**src/rtl/base_credit_tx.sv**
```systemverilog
`default_nettype none
// ============================================================================
// Module      : base_credit_tx
// Description : Transmit end of a credit-based link. A 2-entry skid buffer
//               accepts a valid/ready stream; beats are forwarded on a link
//               without back-pressure, one credit spent per beat, credits
//               regained from returned credit pulses.
// Revision    : 1.0 - initial release
// ============================================================================
module base_credit_tx #(
    parameter int WIDTH   = 1,  // data width in bits
    parameter int CREDITS = 4,  // initial/maximum credits, equals far-end buffer depth (>=1)
    parameter int ODELAY  = 1,  // register stages on the forward o_v/o_d path (>=1)
    parameter int CDELAY  = 0   // register stages on the returned credit (>=0)
) (
    input  logic                         clk,
    input  logic                         reset,   // synchronous, active-low
    input  logic                         i_v,
    input  logic [WIDTH-1:0]             i_d,
    output logic                         i_r,
    output logic                         o_v,
    output logic [WIDTH-1:0]             o_d,
    input  logic                         i_c,
    output logic [$clog2(CREDITS+1)-1:0] o_crd,
    output logic                         o_err
);

    localparam int                c_cw      = $clog2(CREDITS + 1);
    localparam logic [c_cw-1:0]   c_cnt_max = c_cw'(CREDITS);
    localparam logic [c_cw-1:0]   c_cnt_one = c_cw'(1);

    // Skid buffer state: entry 0 is always the head of the queue
    logic [1:0]       r_occ_q, w_occ_d;
    logic [WIDTH-1:0] r_buf_q [2];
    logic [WIDTH-1:0] w_buf_d [2];
    logic [1:0]       w_occ_after_send;

    // Credit counter and sticky overflow flag
    logic [c_cw-1:0]  r_cnt_q, w_cnt_d;
    logic             r_err_q, w_err_d;

    // Forward link pipeline
    logic             r_ov_q [ODELAY];
    logic             w_ov_d [ODELAY];
    logic [WIDTH-1:0] r_od_q [ODELAY];
    logic [WIDTH-1:0] w_od_d [ODELAY];

    logic             w_acc;
    logic             w_send;
    logic             w_c_ret;

    // Ready depends only on registered occupancy and reset, never on the link
    assign i_r   = (r_occ_q != 2'd2) & reset;
    assign o_v   = r_ov_q[ODELAY-1];
    assign o_d   = r_od_q[ODELAY-1];
    assign o_crd = r_cnt_q;
    assign o_err = r_err_q;

    // Returned-credit delay line; zero stages means the pulse is counted directly
    generate
        if (CDELAY == 0) begin : g_cret_direct
            assign w_c_ret = i_c;
        end else begin : g_cret_pipe
            logic r_cv_q [CDELAY];
            logic w_cv_d [CDELAY];

            // Shift the credit pulse one stage per cycle
            always_comb begin
                w_cv_d[0] = i_c;
                for (int i = 1; i < CDELAY; i++) begin
                    w_cv_d[i] = r_cv_q[i-1];
                end
            end

            // Credit valid bits are cleared so in-flight credits are discarded on reset
            always_ff @(posedge clk) begin
                if (!reset) begin
                    for (int i = 0; i < CDELAY; i++) begin
                        r_cv_q[i] <= 1'b0;
                    end
                end else begin
                    for (int i = 0; i < CDELAY; i++) begin
                        r_cv_q[i] <= w_cv_d[i];
                    end
                end
            end

            assign w_c_ret = r_cv_q[CDELAY-1];
        end
    endgenerate

    // Handshake, skid-buffer update and credit accounting
    always_comb begin
        w_acc  = i_v & i_r;
        w_send = (r_occ_q != 2'd0) & (r_cnt_q != '0);

        w_occ_d          = r_occ_q + 2'(w_acc) - 2'(w_send);
        w_occ_after_send = r_occ_q - 2'(w_send);

        // Sending pops the head; a new beat lands behind whatever remains
        w_buf_d[0] = r_buf_q[0];
        w_buf_d[1] = r_buf_q[1];
        if (w_send) begin
            w_buf_d[0] = r_buf_q[1];
        end
        if (w_acc) begin
            if (w_occ_after_send == 2'd0) begin
                w_buf_d[0] = i_d;
            end else begin
                w_buf_d[1] = i_d;
            end
        end

        // A credit returned while already full is an error and is not counted
        w_cnt_d = r_cnt_q;
        w_err_d = r_err_q;
        if (w_send && !w_c_ret) begin
            w_cnt_d = r_cnt_q - c_cnt_one;
        end else if (!w_send && w_c_ret) begin
            if (r_cnt_q == c_cnt_max) begin
                w_err_d = 1'b1;
            end else begin
                w_cnt_d = r_cnt_q + c_cnt_one;
            end
        end

        // Head data enters the forward pipeline; valid marks real beats
        w_ov_d[0] = w_send;
        w_od_d[0] = r_buf_q[0];
        for (int i = 1; i < ODELAY; i++) begin
            w_ov_d[i] = r_ov_q[i-1];
            w_od_d[i] = r_od_q[i-1];
        end
    end

    // Control state: occupancy, credits, error and forward valid bits
    always_ff @(posedge clk) begin
        if (!reset) begin
            r_occ_q <= 2'd0;
            r_cnt_q <= c_cnt_max;
            r_err_q <= 1'b0;
            for (int i = 0; i < ODELAY; i++) begin
                r_ov_q[i] <= 1'b0;
            end
        end else begin
            r_occ_q <= w_occ_d;
            r_cnt_q <= w_cnt_d;
            r_err_q <= w_err_d;
            for (int i = 0; i < ODELAY; i++) begin
                r_ov_q[i] <= w_ov_d[i];
            end
        end
    end

    // Data storage is qualified by the valid/occupancy state, so it needs no reset
    always_ff @(posedge clk) begin
        r_buf_q[0] <= w_buf_d[0];
        r_buf_q[1] <= w_buf_d[1];
        for (int i = 0; i < ODELAY; i++) begin
            r_od_q[i] <= w_od_d[i];
        end
    end

endmodule
`default_nettype wire

```
**config.mk**
```make
export PLATFORM = sky130hd
export DESIGN_NAME = base_credit_tx
export DESIGN_NICKNAME = d
export VERILOG_FILES = /design/src/rtl/base_credit_tx.sv
export SDC_FILE = /design/constraint.sdc
export NUM_CORES = 1
export LEC_CHECK = 0
export BUFFER_PORTS_ARGS = -buffer_cell sky130_fd_sc_hd__buf_2
export CAP_MARGIN = 0
export CORE_AREA = 4 4 41 43
export CTS_BUF_LIST = sky130_fd_sc_hd__clkbuf_16
export DETAILED_ROUTE_END_ITERATION = 8
export DIE_AREA = 0 0 45 47
export PLACE_DENSITY_LB_ADDON = 0.12
export SYNTH_ARGS = -nofsm -noshare
export SYNTH_HDL_FRONTEND = slang
export SYNTH_SLANG_ARGS = --single-unit
export TNS_END_PERCENT = 1
```
**constraint.sdc**
```tcl
create_clock -name clk -period 2.3 [get_ports clk]
set_input_delay 0.345 -clock clk [delete_from_list [all_inputs] [get_ports clk]]
set_output_delay 0.345 -clock clk [all_outputs]
set_load 0.02 [all_outputs]
```
Word-level counts from Yosys, hierarchy flattened:

Memories as Yosys holds them, arrays and structs flattened.
Cells that the tools add are included.

* add/sub/neg operators: 5
* multipliers: 0
* div/mod/pow operators: 0
* order comparisons: 0
* equality and inequality tests: 3
* shift operators: 0
* multiplexer cells: 11
* bitwise gates (word level): 4
* reduce and logical (&&, ||, !) cells: 11

Operators by type and width (count)
* 2-to-1 mux 3 bit: 3
* 2-to-1 mux 1 bit: 7
* inequality test 2 bit (second input constant): 2
* nonzero test 2 bit: 2
* subtractor 2 x 1 -> 2 bit: 2
* adder 3 x 1 -> 3 bit (second input constant): 1
* AND 1 bit: 3
* == test 3 bit (second input constant): 1
* AND reduction 3 bit: 1
* nonzero test 3 bit: 1
* subtractor 3 x 1 -> 3 bit (second input constant): 1
* adder 2 x 1 -> 2 bit: 1
* logical AND 1 bit: 2
* zero test 1 bit: 2
* zero test 2 bit: 1
* 2-to-1 mux 2 bit: 1
* AND reduction 2 bit: 1
* inverter 1 bit: 1
* OR reduction 1 bit: 1

* bits in registers: 6
* bits in latches: 0
* memory bits (writable): 4
* memory bits (read-only): 0
* input port bits: 5
* output and inout port bits: 7
* logic and storage cells: 40
* memories: 3

Memories
* r_buf_q: words 2, bits a word 1, read ports 2, clocked after memory_dff 0, write ports 2, line 34 `logic [WIDTH-1:0] r_buf_q [2];`
* r_od_q: words 1, bits a word 1, read ports 1, clocked after memory_dff 0, write ports 1, line 45 `logic [WIDTH-1:0] r_od_q [ODELAY];`
* r_ov_q: words 1, bits a word 1, read ports 1, clocked after memory_dff 0, write ports 1, line 43 `logic r_ov_q [ODELAY];`

Logic depth before layout (Yosys ltp):

Gate-level depths: netlist of run 1.

* word-level depth: 6
* gate-level depth with buffers: 9
* depth with buffers taken out: 9

Worst setup path before layout of run 1:

No wires, ideal clock.

* kind: register to register
* start: register r_cnt_q[2], in the netlist o_crd[2]
* end: register r_cnt_q[2], in the netlist o_crd[2]
* arrival: 1.852 ns
* required time: 2.153 ns
* slack: 0.301 ns
* cell stages (with the launch flop): 10
* path through: dfxtp_1 > nor3_2 > nor2_2 > ha_1 > inv_1 > fa_1 > nor2_1 > a21oi_1 > o21ai_1 > o311ai_0

* word-level cells in the longest chain between the ends: 6

Ends and longest elaborated chain
* start: declaration: line 39 `logic [c_cw-1:0] r_cnt_q, w_cnt_d;`
* start signal: assignment: line 140 `r_cnt_q <= c_cnt_max;`
* start signal: assignment: line 147 `r_cnt_q <= w_cnt_d;`
* parallel branches: the longest is 6 deep, another holds adder 3 x 1 -> 3 bit

Parallel ways; which one is timed is not known. The select of a mux whose other input is x is not followed.
A chain may end at the register's enable or synchronous reset.

Worst setup path in the final report of run 1:

Same ends and word-level chain as after synthesis.

==> results of run 1 <==
## logic make-up after synthesis
kind of cell               after synthesis
and+or+nand+nor                         16
AOI/OAI and AO/OA                       10
DFF                                     10
buffers and inverters                    8
adders and majority gates                5
xor gates and xnor gates                 2
muxes                                    2
## metrics by stage
step / hold WS [ps] / utilization [%] / power [mW] / cell area (sq um)
floorplan: 331 / - / 0.568 / 515
global placement: 338 / 45.3 / 0.654 / 589
detailed placement: 342 / 45.3 / 0.653 / 589
CTS: 298 / 51.3 / 0.965 / 668
global route: 302 / 51.7 / 1.04 / 673
finish: 301 / 51.7 / 0.963 / 673
## final cells by class
type | instances | share of cell area, %
clock inverters | 1 | 0.558
inverters | 8 | 4.46
flip-flops and latches | 10 | 31.2
clock buffers | 3 | 11.2
multi-input cells | 35 | 41.6
repair buffers | 11 | 8.18
well taps | 15 | 2.79
## path summary, 6_finish.rpt
kind,from,end,slack [ps]
hold / removal,i_d,r_buf_q[0][1]$_DFFE_PP_,300
hold reg to reg,r_buf_q[0][0]$_DFF_P_,r_od_q[0]$_DFF_P_,360
setup reg to reg,o_crd[2]$_SDFFE_PN1P_,o_crd[2]$_SDFFE_PN1P_,290
setup / recovery,o_crd[2]$_SDFFE_PN1P_,o_crd[2]$_SDFFE_PN1P_,290
## registers in the layout, indices dropped and copies added (netlist names)
register,flops
r_ov_q,1
r_occ_q,2
r_od_q,1
o_err,1
o_crd,3
r_buf_q,2
## layer usage
metal | track usage (%) | vias to the layer above | wire, um
met5 | 0 | - | 0
met4 | 3.51 | 0 | 0
met3 | 6.13 | 0 | 79
met2 | 15.0 | 10 | 419
met1 | 11.9 | 182 | 399
li1 | - | 209 | -
## cell usage in the layout, fill, tap and decap left out, drive strengths merged, types with 2 or more instances in the layout
master,n
a21oi,3
mux2,2
clkbuf,3
xnor2,2
nor2b,2
and2,4
ha,4
inv,8
nand2,2
buf,11
o21ai,2
nor2,5
dfxtp,9
## worst register-to-register path, cell delays in order (launching register included)
cell                       delay, ps
sky130_fd_sc_hd__dfxtp_1         430
sky130_fd_sc_hd__nor3_2          110
sky130_fd_sc_hd__nor2_4          180
sky130_fd_sc_hd__ha_1            240
sky130_fd_sc_hd__inv_1            90
sky130_fd_sc_hd__fa_1            380
sky130_fd_sc_hd__nor2_1          130
sky130_fd_sc_hd__a21oi_1          90
sky130_fd_sc_hd__o21ai_1         110
sky130_fd_sc_hd__o311ai_0        120
## power breakdown
part           switching, mW  total [mW]  leakage, nW  internal [mW]
clock network         0.0778       0.305       0.0385          0.228
registers             0.0444       0.280       0.0835          0.236
logic                  0.202       0.377        0.193          0.175
total                  0.324       0.963        0.315          0.638
==> impl.org, run 1 <==
** Synth
- Synthesis produced a netlist with a net count of 63.
- Yosys mapped a number of flops with a built-in enable equal to 1.
- Proportion of synthesized flip-flops having asynchronous set or reset :: 0%
- Syn Inst Count :: between 50 and 60
- Summing every instance area after synthesis gives 515 sq um.
- Complex-gate fraction of the synthesized area :: about an eighth
- Sequential elements use ~41% of the synthesized area.
- XOR/XNOR Fraction of Synth Area :: under 10%
- The number of different library cells used by synthesis comes to 24.
- Yosys attributes the largest share of cell area to sky130_fd_sc_hd__dfxtp_1 (35%), sky130_fd_sc_hd__ha_1 (9.7%), sky130_fd_sc_hd__edfxtp_1 (5.8%).
- Averaged over all synthesized cells, the footprint is just under 10 sq um.
- Multiplexer cells account for about 5.8% of the synthesized area.
- Most used flip-flop cell after synthesis :: sky130_fd_sc_hd__dfxtp_1
- Sorting the synthesized cells by how often they occur yields sky130_fd_sc_hd__dfxtp_1 (9), sky130_fd_sc_hd__inv_1 (8), sky130_fd_sc_hd__ha_1 (4), sky130_fd_sc_hd__nor2_1 (4).
- Yosys warnings :: 0
- Simple logic cell fraction of the synthesized area :: between 15 and 20%
- After synthesis the netlist holds a flip-flop and latch count of 10.
- The synthesized design spends more area on one cell type than any other, namely sky130_fd_sc_hd__dfxtp_1.
- Most common cell in the netlist :: sky130_fd_sc_hd__dfxtp_1
- Summing the areas of all fa, ha and maj instances in the mapped netlist gives between 10% and 20% of the synthesized area.
- Area share of the leading cell type in the synthesized netlist :: 35.0%
- After synthesis, the largest family of logic cells by area is simple AND/OR/NAND/NOR gates.

** Run status
- Status :: finished, final reports clean

** Placement
- After detailed placement, the design holds a cell count of between 70 and 80.
- During placement, the flow inserted port buffers numbering 11.
- Routability Congestion :: around 0.68
- Once detailed placement completed, the half-perimeter wirelength came to around 660 um.
- Setup Slack @ Placement :: 214 ps

** Global route
- Entering global routing, the biggest net connects 10 pins.
- Total routing resource utilization after global routing :: between 10% and 20%
- Initial antenna violation count :: 0
- Overflow after GRT :: 0
- Global-route wire length before repair :: around 1500 um
- The number of global-route vias before repair is 376.

** Worst setup path
- Grouping stages by cell kind, the critical path spends the most delay in adder cells.
- The signal on the critical path passes through nor3_2 > nor2_4 > ha_1 > inv_1 > fa_1 > nor2_1 > a21oi_1 > o21ai_1 > o311ai_0.
- Of all nets on the critical path, the largest fanout is 7.
- Crit-path max cell delay :: approximately 430 ps
- STA classifies the critical path endpoint as a flop.
- The critical path crosses 9 cells after its start point.
- Path type of the worst setup path :: flop to flop
- At the worst endpoint, the arrival time is 2110 ps.
- Buf+Inv Stages, Crit Path :: 1
- Depth of the worst register-to-register path :: 9
- STA puts the critical path data required time at 2400 ps.
- Crit start category :: flop
- Cell with the largest stage delay on the worst path :: sky130_fd_sc_hd__dfxtp_1

** STA
- Setup repair after global routing left no endpoint under its margin.
- Adding up every negative setup slack in the final design gives 0 ps.
- Final worst setup slack :: between 200 and 300 ps
- The routed design could run at a clock period as short as about 2000 ps.
- Final worst-path cycle share :: between 80% and 90%
- Highest Clock Rate :: 0.498 GHz
- Final Skew :: around 4.7 ps
- Transition time of the tightest slew-check pin :: between 200 and 300 ps
- Hold violation count in the final report :: 0
- The count of pins over their slew limit was 0.
- Worst slew margin relative to its limit :: between 80% and 90%
- Setup violations remaining at the end of the flow were counted as 0.

** Clock tree
- Counting along the longest clock path gives a buffer depth of 2.
- Clock H-tree levels :: 1
- Root buffer selected by CTS :: sky130_fd_sc_hd__clkbuf_16
- The number of clock buffers added by TritonCTS is 3.
- # hold bufs at CTS :: 0
- Clock tree from TritonCTS :: yes
- The later pin in the worst-skew pair is clocked with a latency of roughly 240 ps.
- Buffers added to address setup during post-CTS repair amount to 0.
- After clock tree synthesis, the clock-pin slew on the worst setup and hold paths is roughly 40 ps.
- Clock Sink Count :: 10
- Quantity of gates resized following cts :: 0

** Power and ir drop
- For this design the ratio of total power to cell area is ~1400 mW/mm^2.
- The worst-case IR drop observed on VDD is 521 uV.
- Reported leakage power :: approximately 0.31 nW

** Floorplan
- Die X :: ~45 um
- The die covers 0.00212 sq mm.
- Die H :: ~47 um
- The initial utilization of the core area, before any placement, comes to about two fifths.
- Number of primary I/O pins :: 12
- Total core area :: roughly 0.0013 sq mm
- Placement row count :: 13

** Finish
- Filler cells :: 131
- Reg area :: between 200 and 250 sq um
- Ratio of cells with drive above 1 in the final layout :: between 20% and 30%
- Footprint of the multi-input gates :: about 280 sq um
- The finished layout holds 83 standard cells, fillers aside.
- For this run, the post-layout net count is approximately 80.
- The repair_antennas step left the layout with diodes totalling 0.
- From synthesis to final layout, the design area changed by 30.6%.

** Job
- Max Cap Violations :: 0

** Routing
- Summed over all layers, the routed wires come to ~900 um.
- Via-per-instance ratio :: slightly below 5
- After detailed routing, the average wire length per cell comes to 10.8 um.
- In the routed design, unresolved DRC markers number 0.
- Number of nets with antenna violations after routing :: 0
- For this run, the detailed router's first-pass iteration total came to 1.
- The detailed router placed between 400 and 500 vias in this run.
- First DRT Iteration DRCs :: 0

** Worst hold path
- In this run the worst hold path is classified as input pin to flop.
- Worst hold path depth :: 1
Power figures use the tool's default switching activity.
==> inputs of run 2 (changes only) <==
--- a/config.mk
+++ b/config.mk
@@ -12,6 +12,7 @@
 export DETAILED_ROUTE_END_ITERATION = 8
 export DIE_AREA = 0 0 45 47
 export PLACE_DENSITY_LB_ADDON = 0.12
+export RECOVER_POWER = 100
 export SYNTH_ARGS = -nofsm -noshare
 export SYNTH_HDL_FRONTEND = slang
 export SYNTH_SLANG_ARGS = --single-unit
==> impl.org, run 2 (same netlist as run 1, synthesis figures left out) <==
** Run status
- Status :: finished, final reports clean

** Routing
- Summed over all layers, the routed wires come to 893 um.
- Total length of routed met3 wires :: a little over 80 um
- Dividing the detail-routed via count by the number of cells gives just under 5.
- The detailed router finished its first iteration with 0 violations.
- Detailed routing placed a total of a little over 400 um of wire on met2.
- DR DRC count :: 0
- Summing over every cut layer, the via total after detailed routing is approximately 400.
- In this run the remaining antenna-violating nets after routing total 0.
- Average wire per cell in the routed design :: 10.8 um
- Routed signal wires occupy layers up through met3.
- DRT Pass-1 Iters :: 1
- After detailed routing, the wire length on met1 is between 300 and 400 um.

** STA
- For the pin with the worst max-slew slack, the measured transition is approximately 280 ps.
- Timing would allow up to 0.497 GHz.
- The hold violation total from the final report was 0.
- The count of pins over their slew limit was 0.
- Final worst path period need :: just over 2000 ps
- Final worst setup slack :: 289 ps
- RSZ-0062 raised after global routing :: no
- For the final routed database, the setup TNS stands at 0 ps.
- Setup violations remaining at the end of the flow were counted as 0.
- In the finished design, the share of the clock period the worst path needs comes to 87.4%.
- Final Skew :: approximately 4.3 ps
- The worst pin sits at a relative slew slack of around 81%.

** Floorplan
- Area enclosed by the die boundary :: between 0.002 and 0.0025 sq mm
- The initial utilization of the core area, before any placement, comes to between 30% and 40%.
- Placement row count :: 13
- Measured along the x axis, the die boundary spans 45 um.
- The core region is 0.00130 sq mm.
- Die H :: 47 um
- For this design the top-level I/O count stands at 12.

** Worst setup path
- The most critical setup path has its startpoint at o_crd[2]$_SDFFE_PN1P_.
- Path type of the worst setup path :: flop to flop
- STA classifies the critical path startpoint as a flop.
- Largest fanout of any net on the critical path :: 7
- The worst setup path is captured at a flop.
- The worst register-to-register path begins at o_crd[2]$_SDFFE_PN1P_.
- Arrival time reported for the critical path endpoint :: between 2000 and 2500 ps
- Data on the critical path is required at its endpoint by around 2400 ps.

** Finish
- Most common cell after layout, fill and taps aside :: sky130_fd_sc_hd__dfxtp_1
- Utilization of the core after routing :: approximately half
- Max reg flops :: 3
- Number of antenna repair diodes :: 0
- The post-route netlist has 16.2% of its cells at a drive strength greater than 1.
- The library cells used most frequently in the layout, excluding fill and tap cells, are sky130_fd_sc_hd__dfxtp_1 (9), sky130_fd_sc_hd__inv_1 (8), sky130_fd_sc_hd__clkbuf_1 (7).
- Summed area of non-filler cells in the final layout :: about 660 sq um
- Post-layout net count :: 79
- Compared with the post-synthesis result, the final layout area differs by 28.2%.
- Footprint of the multi-input gates :: between 200 and 300 sq um
- Counting the fill cells in the layout gives between 100 and 150.
- Summing all flip-flop and latch instances after layout gives around 210 sq um.

** Clock tree
- Root buffer selected by CTS :: sky130_fd_sc_hd__clkbuf_16
- Clock-pin slew was measured on the worst setup and hold paths at approximately 40 ps.
- Clock tree from TritonCTS :: yes
- Post CTS Setup Buffer Count :: 0
- Counting every sink on the clock net gives 10.
- In this run the number of H-tree levels came out at 1.
- Counting along the longest clock path gives a buffer depth of 2.
- At the later pin of the worst-skew pair, clock insertion delay measures 240 ps.
- For this design, the CTS-stage hold fixing added 0 buffers.
- CTS Buf Count :: 3

** Global route
- Summed over all layers, the global routing overflow is 0.
- Vias in the first global route :: between 300 and 400
- Entering global routing, the biggest net connects 10 pins.
- Total routing resource utilization after global routing :: around a tenth
- The first global-routing pass estimated approximately 1500 um of wire.
- The number of antenna violations at the first check in global routing came to 0.

** Power and ir drop
- Power spread over the standard cell area amounts to 1420 mW/mm^2.
- For this design the static power due to leakage is 0.287 nW.
- IR analysis of the VDD net gives a maximum drop of 493 uV.

** Placement
- Setup Slack @ Placement :: about 210 ps
- Cell area after placement :: 589 sq um
- After legalization and detailed placement, the total HPWL measured ~660 um.
- Port Buf Inserts :: 11
- Routability-driven placement finished with a final weighted congestion of 0.683.

** Worst hold path
- The tightest min-delay check is of the input pin to flop type.
- Worst min-delay path startpoint :: i_d

** Job
- The tool flagged a number of max-cap violations equal to 0.
run 2: changes by cell type in the layout (fill, tap and decap cells not counted):
cell,before,now
sky130_fd_sc_hd__buf_2,11,4
sky130_fd_sc_hd__clkbuf_1,0,7
sky130_fd_sc_hd__and2_0,0,1
sky130_fd_sc_hd__and2_1,3,2
sky130_fd_sc_hd__mux2_1,0,1
sky130_fd_sc_hd__mux2_4,2,1
run 2: through the flow:
step	power [mW]	hold WS [ps]	std cells
3_3_place_gp	0.654	338	79
5_1_grt	1.02	302	83
3_5_place_dp	0.653	342	79
2_1_floorplan	0.568	331	53
6_report	0.940	302	83
4_1_cts	0.965	298	83
run 2: worst paths after layout:
check,end,slack (ps),cells past startpoint
setup / recovery,o_crd[2]$_SDFFE_PN1P_,290,9
hold / removal,r_buf_q[0][1]$_DFFE_PP_,300,1
setup reg to reg,o_crd[2]$_SDFFE_PN1P_,290,9
hold reg to reg,r_od_q[0]$_DFF_P_,350,0
run 2: report_power, final:
| part | switching [mW] | internal [mW] | total, mW |
|---|---|---|---|
| sequential | 0.0447 | 0.236 | 0.280 |
| clock | 0.0770 | 0.227 | 0.304 |
| combinational | 0.201 | 0.154 | 0.355 |
run 2: worst max-delay path, stage by stage (launching register included):
cell	delay [ps]
sky130_fd_sc_hd__dfxtp_1	440
sky130_fd_sc_hd__nor3_2	110
sky130_fd_sc_hd__nor2_4	170
sky130_fd_sc_hd__ha_1	240
sky130_fd_sc_hd__inv_1	90
sky130_fd_sc_hd__fa_1	380
sky130_fd_sc_hd__nor2_1	130
sky130_fd_sc_hd__a21oi_1	90
sky130_fd_sc_hd__o21ai_1	110
sky130_fd_sc_hd__o311ai_0	120
run 2: final cells by class:
class / instances / share of cell area, %
tap: 15 / 2.84
sequential: 10 / 31.8
timing repair buffer: 11 / 7.01
inverter: 8 / 4.55
multi-input combinational: 35 / 41.9
clock buffer: 3 / 11.4
clock inverter: 1 / 0.568
run 2: metal layers:
metal  vias to the layer above  GRT usage (%)
li1                        209              -
met1                       180           11.9
met2                        10           15.0
met3                         0           6.13
met4                         0           3.51
met5                         -              0
run 2: timing repair:
item                       CTS  global route
gates resized for setup      0             1
setup endpoints to repair    0             1
hold endpoints to repair     0             0
==> inputs of run 3 (changes only) <==
--- a/config.mk
+++ b/config.mk
@@ -8,10 +8,9 @@
 export BUFFER_PORTS_ARGS = -buffer_cell sky130_fd_sc_hd__buf_2
 export CAP_MARGIN = 0
 export CORE_AREA = 4 4 41 43
-export CTS_BUF_LIST = sky130_fd_sc_hd__clkbuf_16
 export DETAILED_ROUTE_END_ITERATION = 8
 export DIE_AREA = 0 0 45 47
-export PLACE_DENSITY_LB_ADDON = 0.12
+export PLACE_DENSITY = 0.6
 export RECOVER_POWER = 100
 export SYNTH_ARGS = -nofsm -noshare
 export SYNTH_HDL_FRONTEND = slang
==> impl.org, run 3 (same netlist as run 1, synthesis figures left out) <==
** Power and ir drop
- Of the total power, the share spent switching nets is 38.9%.
- Of the total power, registers draw roughly a third.
- Clock network fraction of total power :: 20.5%
- Across the VDD grid, the largest voltage drop is ~450 uV.
- Power Internal :: 0.484 mW
- Reported leakage power :: 0.266 nW
- For this design the ratio of total power to cell area is ~1300 mW/mm^2.
- Net Sw Power :: 0.308 mW
- Per report_power, the combinational group accounts for about 44% of the total.

** Global route
- Maximum number of pins on one net before global-route repair :: 10
- After global routing the overflow that remains totals 0.
- Vias in the first global route :: a little under 400
- Global routing used a little under an eighth of the available tracks across all layers.
- The first global-routing pass estimated about 1700 um of wire.
- The number of antenna violations at the first check in global routing is 0.

** Finish
- Summed area of non-filler cells in the final layout :: between 600 and 700 sq um
- The register with the most flip-flops in the layout has 3 of them.
- Leaving out fill and tap cells, the most frequent cell in the layout is sky130_fd_sc_hd__dfxtp_1.
- Number of antenna repair diodes :: 0
- Leaving out fill and tap cells, the most frequent cells in the layout are sky130_fd_sc_hd__dfxtp_1 (9), sky130_fd_sc_hd__inv_1 (8), sky130_fd_sc_hd__clkbuf_1 (8).
- Registers take approximately 210 sq um.
- After filler insertion, the fill cell instance count of the layout stands at between 100 and 150.
- Post-layout net count :: 79
- Post-synthesis to final-layout area growth :: 18.7%
- Of the cells placed in the final design, the portion with a size suffix greater than 1 is 16.2%.
- Footprint of the multi-input gates :: 272 sq um
- Final instance count without filler cells :: 83

** Routing
- Dividing the detail-routed wire length by the instance count gives roughly 11 um.
- The first TritonRoute pass finished after 2 iterations.
- Sum of routed wire length over all layers :: between 900 and 1000 um
- Total number of vias :: 409
- The detail route stage leaves a number of antenna-violating nets equal to 0.
- Via-per-instance ratio :: roughly 4.9
- After detailed routing, the number of remaining DRC violations is 0.
- For this block, the initial DRC count from the detailed router was 4.

** STA
- Post-route setup TNS :: 0 ps
- The count of pins over their slew limit was 0.
- Final worst setup slack :: 244 ps
- Final Skew :: 2.12 ps
- The worst path uses around 89% of the clock period.
- Static timing analysis puts the maximum clock frequency at between 0.4 and 0.5 GHz.
- The clock period could shrink to about 2100 ps.
- RSZ-0062 raised after global routing :: no
- Setup-violating endpoint count in the final report :: 0
- Hold violation count in the final report :: 0
- The worst pin sits at a relative slew slack of 81.2%.
- Transition time of the tightest slew-check pin :: 278 ps

** Clock tree
- In this run the post-CTS setup repair buffer count came out at 0.
- Quantity of gates resized following cts :: 0
- The number of hold buffers added after CTS was 0.
- Clock H-tree levels :: 1
- Clock tree synthesis inserted a total of 3 buffers.
- The clock reaches the later pin of the worst-skew pair after approximately 270 ps.
- Clock tree from TritonCTS :: yes
- After clock tree synthesis, the clock-pin slew on the worst setup and hold paths is approximately 70 ps.
- The tree is rooted in a sky130_fd_sc_hd__clkbuf_4.
- No sink is reached through more buffers than the 2 on the longest clock path.
- Clock Sink Count :: 10

** Worst setup path
- Capturing element type of the critical path :: flop
- Crit start category :: flop
- The largest single stage delay on the critical path is roughly 450 ps.
- The setup path with the least slack is of type flop to flop.
- Data required time of the worst path :: 2440 ps
- For the worst setup path, the data arrival time is about 2200 ps.
- Broken down by cell family, the worst path's largest delay share belongs to adder cells.
- Traced cell by cell, the critical path runs through nor3_2 > nor2_2 > ha_1 > inv_1 > fa_1 > nor2_1 > a21oi_1 > o21ai_1 > o311ai_0.
- Buf+Inv Stages, Crit Path :: 1
- The slowest stage of the critical path is the sky130_fd_sc_hd__dfxtp_1 cell.
- Largest fanout of any net on the critical path :: 7

** Worst hold path
- The worst hold path belongs to the class input pin to flop.

** Floorplan
- Row generation in the floorplan step produced 13 rows.
- The region available for standard cell placement spans 0.00130 sq mm.
- Starting Density :: approximately 40%
- Die H :: around 47 um
- During I/O placement, the number of pins put on the boundary was 12.
- From left edge to right edge, the die measures roughly 45 um.
- The floorplan step defined a die boundary enclosing 0.00212 sq mm.

** Placement
- Once placement finished, the instance area stood at 589 sq um.
- Routability-driven placement finished with a final weighted congestion of around 0.77.
- Port Buf Inserts :: 11
- The wire-length estimate of the detail-placed layout is between 600 and 700 um.
- Cells after DPL :: 79
- Setup Slack @ Placement :: 255 ps

** Job
- Across the run, the number of max-cap violations was 0.

** Run status
- Status :: finished, final reports clean
[run 3: metal layers]
| layer | vias up | global-route usage, % | part of all wire [%] |
|---|---|---|---|
| li1 | 211 | - | - |
| met1 | 183 | 14.1 | 46 |
| met2 | 11 | 16.7 | 43 |
| met3 | 4 | 3.45 | 6.7 |
| met4 | 0 | 10.5 | 3.5 |
| met5 | - | 0 | 0 |
[run 3: area by class of cell]
cell class                      count  area share (%)
Multi-Input combinational cell     35            44.4
Sequential cell                    10            34.4
Timing Repair Buffer               11            7.36
Clock buffer                        4            5.93
Inverter                            8            4.91
Tap cell                           15            3.07
[run 3: path summary, 6_finish.rpt]
path / from / endpoint / slack [ps] / depth (start not counted)
max: o_crd[2]$_SDFFE_PN1P_ / o_crd[2]$_SDFFE_PN1P_ / 240 / 9
min: i_d / r_buf_q[0][1]$_DFFE_PP_ / 290 / 1
max reg2reg: o_crd[2]$_SDFFE_PN1P_ / o_crd[2]$_SDFFE_PN1P_ / 240 / 9
min reg2reg: r_buf_q[0][0]$_DFF_P_ / r_od_q[0]$_DFF_P_ / 350 / 0
[run 3: metrics by stage]
stage	util (%)	power (mW)	hold WS [ps]
detailed placement	45.3	0.655	347
global placement	45.3	0.652	353
global route	47.0	0.866	296
finish	47.0	0.792	286
CTS	48.1	0.819	264
floorplan	-	0.568	331
[run 3: power groups by stage]
| stage | combinational, mW | sequential [mW] | clock [mW] |
|---|---|---|---|
| 6_report | 0.351 | 0.279 | 0.163 |
| 5_1_grt | 0.401 | 0.288 | 0.177 |
| 4_1_cts | 0.375 | 0.279 | 0.165 |
| 3_5_place_dp | 0.373 | 0.282 | 0 |
| 3_3_place_gp | 0.371 | 0.282 | 0 |
| 2_1_floorplan | 0.251 | 0.318 | 0 |
